File: src/rtl/hdmi_vram_pkg.sv
// Shared types and defaults for the HDMI VRAM/palette BRAM arbiter.
// The host request struct is sized by ADDR_W_DEF/DATA_W_DEF, so the arbiter's widths must match them.
package hdmi_vram_pkg;

  localparam int ADDR_W_DEF     = 10;
  localparam int DATA_W_DEF     = 32;
  localparam int VRAM_WORDS_DEF = 608;

  typedef enum logic [1:0] {SLOT_IDLE, SLOT_DISP, SLOT_HOST} slot_e;
  typedef enum logic {OWN_DISP, OWN_HOST} owner_e;

  typedef struct packed {
    logic                    we;
    logic [ADDR_W_DEF-1:0]   addr;
    logic [DATA_W_DEF-1:0]   wdata;
    logic [DATA_W_DEF/8-1:0] wstrb;
  } host_req_t;

  typedef struct packed {
    logic   vld;
    owner_e owner;
    logic   is_write;
    logic   in_range;
  } tag_t;

  function automatic logic addr_in_range(input logic [ADDR_W_DEF-1:0] addr, input int words);
    logic [31:0] a32;
    a32 = 32'(addr);
    return a32 < 32'(words);
  endfunction

endpackage

File: src/rtl/hdmi_vram_host_fifo.sv
// Small synchronous FIFO buffering host BRAM requests; pointers carry an extra wrap bit
// so that full and empty can be told apart.
module hdmi_vram_host_fifo
  import hdmi_vram_pkg::*;
#(
  parameter int DEPTH = 4
) (
  input  logic      pixel_clk,
  input  logic      arstn,
  input  logic      push,
  input  logic      pop,
  input  host_req_t wr_data,
  output host_req_t rd_data,
  output logic      full,
  output logic      empty
);

  localparam int PW = $clog2(DEPTH) + 1;

  host_req_t       mem [DEPTH];
  logic [PW-1:0]   wr_ptr;
  logic [PW-1:0]   rd_ptr;

  assign empty   = (wr_ptr == rd_ptr);
  assign full    = (wr_ptr[PW-1] != rd_ptr[PW-1]) && (wr_ptr[PW-2:0] == rd_ptr[PW-2:0]);
  assign rd_data = mem[rd_ptr[PW-2:0]];

  always_ff @(posedge pixel_clk) begin
    if (!arstn) begin
      wr_ptr <= '0;
      rd_ptr <= '0;
    end else begin
      if (push && !full)  wr_ptr <= wr_ptr + 1'b1;
      if (pop  && !empty) rd_ptr <= rd_ptr + 1'b1;
    end
  end

  // NOTE: storage is deliberately left out of reset; only the pointers decide what is valid.
  always_ff @(posedge pixel_clk) begin
    if (push && !full) mem[wr_ptr[PW-2:0]] <= wr_data;
  end

endmodule

File: src/rtl/hdmi_vram_arbiter.sv
// Single-port VRAM/palette BRAM arbiter: display fetch has fixed priority, host requests are queued.
// Define VRAM_ARB_STATS_EN to build the host-stall and display-grant counters.
module hdmi_vram_arbiter
  import hdmi_vram_pkg::*;
#(
  parameter int ADDR_W     = ADDR_W_DEF,
  parameter int DATA_W     = DATA_W_DEF,
  parameter int VRAM_WORDS = VRAM_WORDS_DEF,
  parameter int HQ_DEPTH   = 4,
  parameter int BRAM_LAT   = 2
) (
  input  logic                pixel_clk,
  input  logic                arstn,
  input  logic                disp_req,
  input  logic [ADDR_W-1:0]   disp_addr,
  output logic                disp_rvalid,
  output logic [DATA_W-1:0]   disp_rdata,
  input  logic                host_req_valid,
  output logic                host_req_ready,
  input  logic                host_we,
  input  logic [ADDR_W-1:0]   host_addr,
  input  logic [DATA_W-1:0]   host_wdata,
  input  logic [DATA_W/8-1:0] host_wstrb,
  output logic                host_rsp_valid,
  output logic [DATA_W-1:0]   host_rsp_rdata,
  output logic                bram_en,
  output logic [DATA_W/8-1:0] bram_we,
  output logic [ADDR_W-1:0]   bram_addr,
  output logic [DATA_W-1:0]   bram_wdata,
  input  logic [DATA_W-1:0]   bram_rdata,
  output logic [15:0]         stat_host_stall,
  output logic [15:0]         stat_disp_cnt
);

  host_req_t fifo_wr;
  host_req_t fifo_head;
  logic      fifo_full;
  logic      fifo_empty;
  logic      fifo_push;
  logic      fifo_pop;
  logic      head_in_range;

  slot_e     slot_q;
  logic      s0_write;
  logic      s0_in_range;
  tag_t      tag_s0;
  tag_t      tag_last;
  tag_t      tag_pipe [BRAM_LAT];

  assign fifo_wr        = '{we: host_we, addr: host_addr, wdata: host_wdata, wstrb: host_wstrb};
  assign fifo_push      = host_req_valid && !fifo_full;
  assign fifo_pop       = !disp_req && !fifo_empty;
  // Ready depends on occupancy alone, so a full FIFO never accepts even while popping.
  assign host_req_ready = !fifo_full;
  assign head_in_range  = addr_in_range(fifo_head.addr, VRAM_WORDS);

  hdmi_vram_host_fifo #(.DEPTH(HQ_DEPTH)) u_host_fifo (
    .pixel_clk (pixel_clk),
    .arstn     (arstn),
    .push      (fifo_push),
    .pop       (fifo_pop),
    .wr_data   (fifo_wr),
    .rd_data   (fifo_head),
    .full      (fifo_full),
    .empty     (fifo_empty)
  );

  // One grant per cycle; the chosen requester's access is registered straight onto the BRAM pins.
  always_ff @(posedge pixel_clk) begin
    if (!arstn) begin
      slot_q      <= SLOT_IDLE;
      bram_en     <= 1'b0;
      bram_we     <= '0;
      bram_addr   <= '0;
      bram_wdata  <= '0;
      s0_write    <= 1'b0;
      s0_in_range <= 1'b0;
    end else if (disp_req) begin
      slot_q      <= SLOT_DISP;
      bram_en     <= 1'b1;
      bram_we     <= '0;
      bram_addr   <= disp_addr;
      bram_wdata  <= '0;
      s0_write    <= 1'b0;
      s0_in_range <= addr_in_range(disp_addr, VRAM_WORDS);
    end else if (!fifo_empty) begin
      slot_q      <= SLOT_HOST;
      bram_en     <= 1'b1;
      bram_we     <= (fifo_head.we && head_in_range) ? fifo_head.wstrb : '0;
      bram_addr   <= fifo_head.addr;
      bram_wdata  <= fifo_head.wdata;
      s0_write    <= fifo_head.we;
      s0_in_range <= head_in_range;
    end else begin
      slot_q      <= SLOT_IDLE;
      bram_en     <= 1'b0;
      bram_we     <= '0;
      bram_addr   <= '0;
      bram_wdata  <= '0;
      s0_write    <= 1'b0;
      s0_in_range <= 1'b0;
    end
  end

  always_comb begin
    tag_s0 = '{vld:      (slot_q != SLOT_IDLE),
               owner:    (slot_q == SLOT_HOST) ? OWN_HOST : OWN_DISP,
               is_write: s0_write,
               in_range: s0_in_range};
  end

  assign tag_last = tag_pipe[BRAM_LAT-1];

  // The tag leaving the pipeline lines up with bram_rdata for the access it describes.
  always_ff @(posedge pixel_clk) begin
    if (!arstn) begin
      for (int i = 0; i < BRAM_LAT; i++) tag_pipe[i] <= '0;
      disp_rvalid    <= 1'b0;
      disp_rdata     <= '0;
      host_rsp_valid <= 1'b0;
      host_rsp_rdata <= '0;
    end else begin
      tag_pipe[0] <= tag_s0;
      for (int i = 1; i < BRAM_LAT; i++) tag_pipe[i] <= tag_pipe[i-1];
      disp_rvalid    <= tag_last.vld && (tag_last.owner == OWN_DISP);
      disp_rdata     <= (tag_last.vld && (tag_last.owner == OWN_DISP) && tag_last.in_range)
                        ? bram_rdata : '0;
      host_rsp_valid <= tag_last.vld && (tag_last.owner == OWN_HOST);
      host_rsp_rdata <= (tag_last.vld && (tag_last.owner == OWN_HOST) && !tag_last.is_write
                         && tag_last.in_range) ? bram_rdata : '0;
    end
  end

`ifdef VRAM_ARB_STATS_EN
  logic [15:0] stall_q;
  logic [15:0] disp_cnt_q;

  always_ff @(posedge pixel_clk) begin
    if (!arstn) begin
      stall_q    <= '0;
      disp_cnt_q <= '0;
    end else begin
      if (disp_req && !fifo_empty && (stall_q != 16'hFFFF)) stall_q <= stall_q + 16'd1;
      if (disp_req && (disp_cnt_q != 16'hFFFF))             disp_cnt_q <= disp_cnt_q + 16'd1;
    end
  end

  assign stat_host_stall = stall_q;
  assign stat_disp_cnt   = disp_cnt_q;
`else
  assign stat_host_stall = 16'd0;
  assign stat_disp_cnt   = 16'd0;
`endif

endmodule
File: config.mk
export PLATFORM = sky130hd
export DESIGN_NAME = hdmi_vram_arbiter
export DESIGN_NICKNAME = d
export VERILOG_FILES = /design/src/rtl/hdmi_vram_pkg.sv /design/src/rtl/hdmi_vram_host_fifo.sv /design/src/rtl/hdmi_vram_arbiter.sv
export SDC_FILE = /design/constraint.sdc
export NUM_CORES = 1
export LEC_CHECK = 0
export BUFFER_PORTS_ARGS = -buffer_cell sky130_fd_sc_hd__buf_2
export CORE_MARGIN = 4
export CORE_UTILIZATION = 31
export DETAILED_ROUTE_END_ITERATION = 8
export PLACE_DENSITY = 0.58
export SYNTH_ARGS = -nofsm -noshare
export SYNTH_HDL_FRONTEND = slang
export SYNTH_SLANG_ARGS = --single-unit
File: constraint.sdc
create_clock -name pixel_clk -period 3.4 [get_ports pixel_clk]
set_input_delay 0 -clock pixel_clk [delete_from_list [all_inputs] [get_ports pixel_clk]]
set_output_delay 0 -clock pixel_clk [all_outputs]
set_load 0.005 [all_outputs]
==> results.tsv, run 1 <==
stage	metric	value	unit
outcome	outcome	complete, no violations	
power	pwr dens	618.9	nW/µm²
sta	Rel. slew slack	0.3613	
cts	Resize count post-CTS	0	
global_route	largest net degree at the start of global routing	49	
routing	antenna violation net count after detailed routing	0	
layout	Area growth syn-to-layout	32.58	%
cts	CTS tree	done	
die	Ports	239	
setup_path	CP peak stage delay	0.59	ns
cts	TritonCTS buffer count	34	
layout	Post-Route Utilization	0.4165	
placement	Final HPWL DP	15140	µm
power	sequential power share	0.497	
sta	clock skew	0.007124	ns
yosys	most used flip-flop cell after synthesis	edfxtp_1	
cts	H-tree levels	2	
routing	Pre-antenna DRT Iters	6	
power	NetSw	0.001975	W
die	Initial Util	0.3141	
yosys	post-synthesis sequential area ratio	0.7656	
routing	post-DR wirelength/cell	16.92	µm
worst_hold_path	Hold Crit Endpoint	u_host_fifo.mem[2][6]	
setup_path	Reg2Reg Depth	4	
setup_path	Reg-to-Reg Start	u_host_fifo.wr_ptr[1]	
sta	setup_tns	0	ns
global_route	GRT Util Overall	0.1217	
setup_path	Reg-to-Reg End	u_host_fifo.mem[3][32]	
setup_path	CP startpoint kind	flop	
sta	worst slew pin tran	0.9571	ns
sta	# setup viols final	0	
worst_hold_path	worst hold path type	in -> reg	
setup_path	CP Data Required Time	3.54	ns
cts	worst skew pair latency	0.51	ns
global_route	number of global-route vias before repair	6191	
cts	clk sinks	321	
cts	clock-pin slew on the worst setup and hold paths	0.06	ns
setup_path	flop-to-flop setup slack	1.06	ns
sta	fin crit period	2.337	ns
yosys	post-synthesis instance area	10850	µm²
cts	CTS root buf	clkbuf_16	
yosys	share of flip-flops with an asynchronous set or reset	0	
yosys	Synth Register Bits	321	
routing	final wirelength	23730	µm
global_route	initial antenna violation count	0	
power	clock network power share	0.400	
routing	Via density	4.220	
setup_path	CP max stage cell	buf_4	
routing	Residual DRC	0	
layout	fin nets	1017	
sta	Tcrit/Tclk final	0.6873	
setup_path	CP Data Arrival Time	2.48	ns
setup_path	family with the most delay on the worst path	buffers and inverters	
setup_path	critical path class	reg -> reg	
sta	Pins Over Slew Limit	0	
power	Peak supply drop	0.3123	mV
global_route	GRT overflow	0	
yosys	library cells used by synthesis	34	
cts	maximum clock insertion buffer count	3	
routing	vias post-DR	5916	
yosys	mean post-synth cell area	18.18	µm²
layout	layout cells sized above 1	0.3422	
sta	Fmax	0.4279	GHz
setup_path	Worst setup EP type	flop	
worst_hold_path	HP Start	host_wdata[2]	
die	Core ar.	34540	µm²
worst_hold_path	hold-critical path depth	2	
setup_path	worst path buffer plus inverter count	1	
routing	Iteration-0 DRC Markers	193	
yosys	EDFF count, synth	188	
power	combinational share of power	0.103	
power	Pleak	5.649	nW
die	Die H	195.1	µm
setup_path	critical path cell sequence	xnor2_1 > a31oi_1 > and2_2 > buf_4	
die	row cnt	68	
sta	unrepaired setup endpoints after global routing	no	
setup_path	CP max FO	48	
job	max-cap violation count	0	
global_route	first-pass GRT wire length	36090	µm
yosys	Synth Instances	597	
power	sw frac	0.2218	
power	Int Power	0.006929	W
die	die area	38060	µm²
sta	Final Hold Violating Endpoints	0	
placement	number of buffers added on ports	206	
yosys	yosys warns	0	
die	Die W	195.1	µm
placement	routability cong.	0.7600	
## flip-flops by register name, summed over array words and instances (netlist names), named ones only
register / count
slot_q: 2
bram_we: 4
host_rsp_rdata: 32
tag_pipe: 8
disp_rdata: 32
u_host_fifo.rd_ptr: 3
host_rsp_valid: 1
bram_addr: 10
s0_write: 1
s0_in_range: 1
bram_en: 1
disp_rvalid: 1
u_host_fifo.mem: 188
u_host_fifo.wr_ptr: 3
bram_wdata: 32
## metal layers
| metal | part of all wire | vias to the layer above | global-route usage |
|---|---|---|---|
| met5 | 0 | - | 0 |
| met4 | 0.021 | 0 | 0.03336 |
| met3 | 0.077 | 37 | 0.03123 |
| met1 | 0.43 | 2880 | 0.1604 |
| met2 | 0.47 | 228 | 0.2012 |
| li1 | - | 2771 | - |
## kinds of logic (layout without fill, tap and decap cells)
logic type               after synthesis  in the layout  synth area share
adder cells (fa/ha/maj)                5              5          0.005765
buffers and inverters                 61            377           0.03367
AO/OA/AOI/OAI                         19             19           0.01568
multiplexers                          49             49           0.09973
flip-flops                           321            321            0.7656
XOR/XNOR                               6              6          0.004843
AND/OR/NAND/NOR                      135            135           0.07437
other                                  1             35         0.0003456
## cell usage in the layout, fill, tap and decap left out, types with 5 or more instances in the layout
cell type	count
clkbuf_16	34
edfxtp_1	188
nor2_1	11
clkinv_2	5
buf_4	8
conb_1	32
and2_1	102
mux4_2	46
dlygate4sd3_1	92
xnor2_1	5
inv_1	5
clkbuf_1	9
nand2_1	7
a22o_1	10
buf_2	206
dfxtp_1	131
ha_1	5
## stage by stage
| step | instances | hold WS, ns | power, W | instance area [µm²] | worst slack [ns] |
|---|---|---|---|---|---|
| 6_report | 1402 | 0.2392 | 0.008904 | 14390 | 1.063 |
| 5_1_grt | 1399 | 0.2278 | 0.009300 | 14380 | 0.8488 |
| 4_1_cts | 1399 | 0.2127 | 0.009057 | 14380 | 1.037 |
| 3_5_place_dp | 1246 | 0.2172 | 0.005375 | 12370 | 1.035 |
| 3_3_place_gp | 1246 | 0.2150 | 0.005369 | 12370 | 1.023 |
| 2_1_floorplan | 628 | 0.09887 | 0.005059 | 10970 | 0.7822 |
## cells in the mapped netlist, types with 2 or more instances
| master | count | area (µm²) |
|---|---|---|
| mux2i_1 | 2 | 20.02 |
| mux4_2 | 46 | 1036 |
| nor3b_1 | 5 | 37.54 |
| nand2_1 | 7 | 26.28 |
| xnor2_1 | 5 | 43.79 |
| clkbuf_1 | 14 | 52.55 |
| edfxtp_1 | 188 | 5645 |
| ha_1 | 5 | 62.56 |
| inv_1 | 5 | 18.77 |
| buf_4 | 32 | 240.2 |
| and2_1 | 106 | 663.1 |
| nand3_1 | 2 | 10.01 |
| dfxtp_1 | 133 | 2663 |
| o21ai_0 | 2 | 10.01 |
| a22o_1 | 10 | 87.58 |
| buf_2 | 7 | 35.03 |
| nor2_1 | 11 | 41.29 |
## repair_timing
item,CTS,global route
buffers inserted,0,0
hold buffers,92,0
endpoints found under the hold margin,281,0
## worst max-delay path by stage
| stage | startpoint | end | slack [ns] | cells past startpoint |
|---|---|---|---|---|
| 3_3_place_gp | u_host_fifo.wr_ptr[1] | u_host_fifo.mem[3][34] | 1.02 | 4 |
| 5_1_grt | u_host_fifo.wr_ptr[1] | u_host_fifo.mem[3][28] | 0.85 | 4 |
| 6_report | u_host_fifo.wr_ptr[1] | u_host_fifo.mem[3][32] | 1.06 | 4 |
| 4_1_cts | u_host_fifo.wr_ptr[1] | u_host_fifo.mem[3][36] | 1.04 | 4 |
| 2_1_floorplan | u_host_fifo.wr_ptr[0] | u_host_fifo.mem[3][0] | 0.78 | 3 |
| 3_5_place_dp | u_host_fifo.wr_ptr[0] | u_host_fifo.mem[3][4] | 1.03 | 4 |
## final cells by class
cell class                      count  area (µm²)
Fill cell                        3125       20160
Sequential cell                   321        8313
Multi-Input combinational cell    246        2311
Timing Repair Buffer              309        2072
Clock buffer                       47       939.7
Tap cell                          455       569.3
Clock inverter                     14       148.9
Inverter                            7       26.28
Antenna cell                        3       7.507
## power groups by stage
stage	clock, W	combinational, W	sequential [W]
after floorplan	0	0.000601	0.00446
after CTS	0.00368	0.000947	0.00443
after global routing	0.00384	0.00101	0.00445
after global placement	0	0.000857	0.00451
after detailed placement	0	0.000860	0.00451
final	0.00356	0.000920	0.00442
Note: power is estimated with default switching activity, not from simulation.
==> inputs of run 2 (changes only) <==
- clock period: 3.4 -> 2.3 ns (I/O delays scaled with it)
==> run 2 against run 1 <==
- non-clock buffer count grew 12
- largest power group unchanged
- largest cell class unchanged
- count of clock-buffer cells in the layout grew 3
- core utilization grew 0.67 points
==> results.tsv, run 2 (same netlist as run 1, synthesis figures left out) <==
stage	metric	value	unit	change
outcome	outcome	complete, no violations		
layout	layout cells sized above 1	0.3480		+0.005801
cts	maximum clock insertion buffer count	3		unchanged
routing	Residual DRC	0		unchanged
die	Die H	195.1	µm	unchanged
layout	commonest non-fill, non-tap cells in the layout	206 x buf_2, 188 x edfxtp_1, 131 x dfxtp_1		
global_route	initial antenna violation count	1		+1
setup_path	Critical Path Stages	7		+3
worst_hold_path	worst hold path type	in -> reg		
layout	Fillers	3095		-0.96%
cts	TritonCTS buffer count	34		unchanged
power	Peak supply drop	0.6840	mV	+120%
placement	DP Worst Slack	0.3433	ns	-0.6915 ns
power	Int Power	0.01042	W	+50%
sta	Final Hold Violating Endpoints	0		unchanged
cts	clk sinks	321		unchanged
setup_path	CP peak stage delay	0.42	ns	-0.17 ns
setup_path	Reg2Reg Depth	7		+3
global_route	GRT overflow	0		unchanged
power	Pleak	5.745	nW	+1.7%
routing	post-DR wirelength/cell	17.15	µm	+1.4%
die	die area	38060	µm²	unchanged
power	pwr dens	916.5	nW/µm²	+48%
cts	worst skew pair latency	0.52	ns	about the same
setup_path	worst path buffer plus inverter count	2		+1
layout	number of flip-flops in the largest register	188		unchanged
sta	Tcrit/Tclk final	0.8409		+0.1536
die	Core ar.	34540	µm²	unchanged
setup_path	critical path class	reg -> reg		
global_route	number of global-route vias before repair	6243		+0.84%
sta	setup_tns	0	ns	unchanged
die	Die W	195.1	µm	unchanged
routing	Pre-antenna DRT Iters	4		-2
global_route	first-pass GRT wire length	36890	µm	+2.2%
placement	number of buffers added on ports	206		unchanged
power	combinational share of power	0.109		+0.006
routing	antenna violation net count after detailed routing	0		unchanged
job	max-cap violation count	0		unchanged
setup_path	CP max FO	35		-27%
setup_path	family with the most delay on the worst path	simple AND/OR/NAND/NOR gates		
sta	unrepaired setup endpoints after global routing	no		
layout	register area	8313	µm²	unchanged
setup_path	CP max stage cell	dfxtp_1		
power	Final Power	0.01340	W	+50%
power	sequential power share	0.486		-0.011
die	Initial Util	0.3141		unchanged
power	NetSw	0.002978	W	+51%
layout	Area growth syn-to-layout	34.71	%	
layout	fin nets	1029		+1.2%
routing	vias post-DR	5908		-0.14%
cts	post-CTS setup buffers	0		unchanged
routing	Via density	4.184		-0.84%
worst_hold_path	hold-critical path depth	6		+4
cts	clock-pin slew on the worst setup and hold paths	0.06	ns	about the same
sta	clock skew	0.01051	ns	+0.003385 ns
setup_path	CP Data Arrival Time	2.37	ns	-0.11 ns
sta	# setup viols final	0		unchanged
power	clock network power share	0.405		+0.005
layout	Multi-input gate area	2310	µm²	about the same
power	sw frac	0.2223		+0.0004930
global_route	GRT Util Overall	0.1241		+0.002418
sta	Pins Over Slew Limit	0		unchanged
sta	final worst slack	0.3659	ns	-0.6973 ns
setup_path	CP Data Required Time	2.74	ns	-0.80 ns
cts	Resize count post-CTS	0		unchanged
cts	CTS Hold Bufs	92		unchanged
layout	most common cell after layout, fill and taps aside	buf_2		
sta	Fmax	0.5170	GHz	+21%
placement	Final HPWL DP	15910	µm	+5.1%
placement	routability cong.	0.7935		+4.4%
cts	CTS root buf	clkbuf_16		
cts	H-tree levels	2		unchanged
setup_path	CP startpoint kind	flop		
routing	final wirelength	24220	µm	+2.1%
setup_path	critical path cell sequence	xnor2_1 > a31oi_4 > nand2_1 > inv_2 > buf_12 > nand2_1 > nor3b_1		
die	Ports	239		unchanged
setup_path	Worst setup EP type	flop		
routing	Iteration-0 DRC Markers	203		+5.2%
sta	fin crit period	1.934	ns	-0.4027 ns
die	row cnt	68		unchanged
layout	Antenna diodes	0		-3
setup_path	Crit path top cell by count	nand2_1		
global_route	largest net degree at the start of global routing	36		-27%
cts	CTS tree	done		
-- run 2: changes by cell type in the layout (fill, tap and decap cells not counted), moves of 3 or more --
cell	before	now
buf_4	8	11
and2_4	0	4
clkbuf_1	9	12
diode_2	3	0
buf_12	3	12
and2_2	4	0
clkinv_2	5	1
-- run 2: power groups by stage --
stage	combinational, W	sequential (W)	clock (W)
3_5_place_dp	0.00137	0.00664	0
5_1_grt	0.00161	0.00653	0.00586
6_report	0.00147	0.00651	0.00542
4_1_cts	0.00151	0.00652	0.00561
2_1_floorplan	0.000889	0.00659	0
3_3_place_gp	0.00137	0.00663	0
-- run 2: through the flow --
step	instances	area [µm²]	util	hold WS [ns]
5_1_grt	1412	14620	0.4232	0.08149
6_report	1412	14620	0.4232	0.04881
4_1_cts	1412	14620	0.4232	0.02661
3_3_place_gp	1258	12570	0.3640	0.2107
2_1_floorplan	628	10970	-	0.09887
3_5_place_dp	1258	12570	0.3640	0.2147
-- run 2: final cells by class --
type / count / share of cell area
Clock inverter: 12 / 0.01233
Clock buffer: 50 / 0.06462
Tap cell: 455 / 0.03895
Timing Repair Buffer: 321 / 0.1556
Inverter: 7 / 0.001797
Multi-Input combinational cell: 246 / 0.1580
Sequential cell: 321 / 0.5687
-- run 2: path summary, 6_finish.rpt --
path	from	to	slack, ns
setup reg to reg	u_host_fifo.wr_ptr[0]	bram_we[2]	0.37
setup / recovery	u_host_fifo.wr_ptr[0]	bram_we[2]	0.37
hold / removal	host_req_valid	u_host_fifo.wr_ptr[2]	0.05
hold reg to reg	slot_q[0]	tag_pipe[0][2]	0.41
-- run 2: layer usage --
metal	routed length (µm)	track usage	up-vias
met3	1872	0.02864	42
met4	642	0.03776	0
li1	-	-	2787
met5	0	0	-
met2	11340	0.2070	231
met1	10370	0.1625	2848
-- run 2: worst register-to-register path, stage by stage (launching register included) --
cell,delay [ns]
dfxtp_1,0.42
xnor2_1,0.19
a31oi_4,0.31
nand2_1,0.12
inv_2,0.19
buf_12,0.25
nand2_1,0.16
nor3b_1,0.21
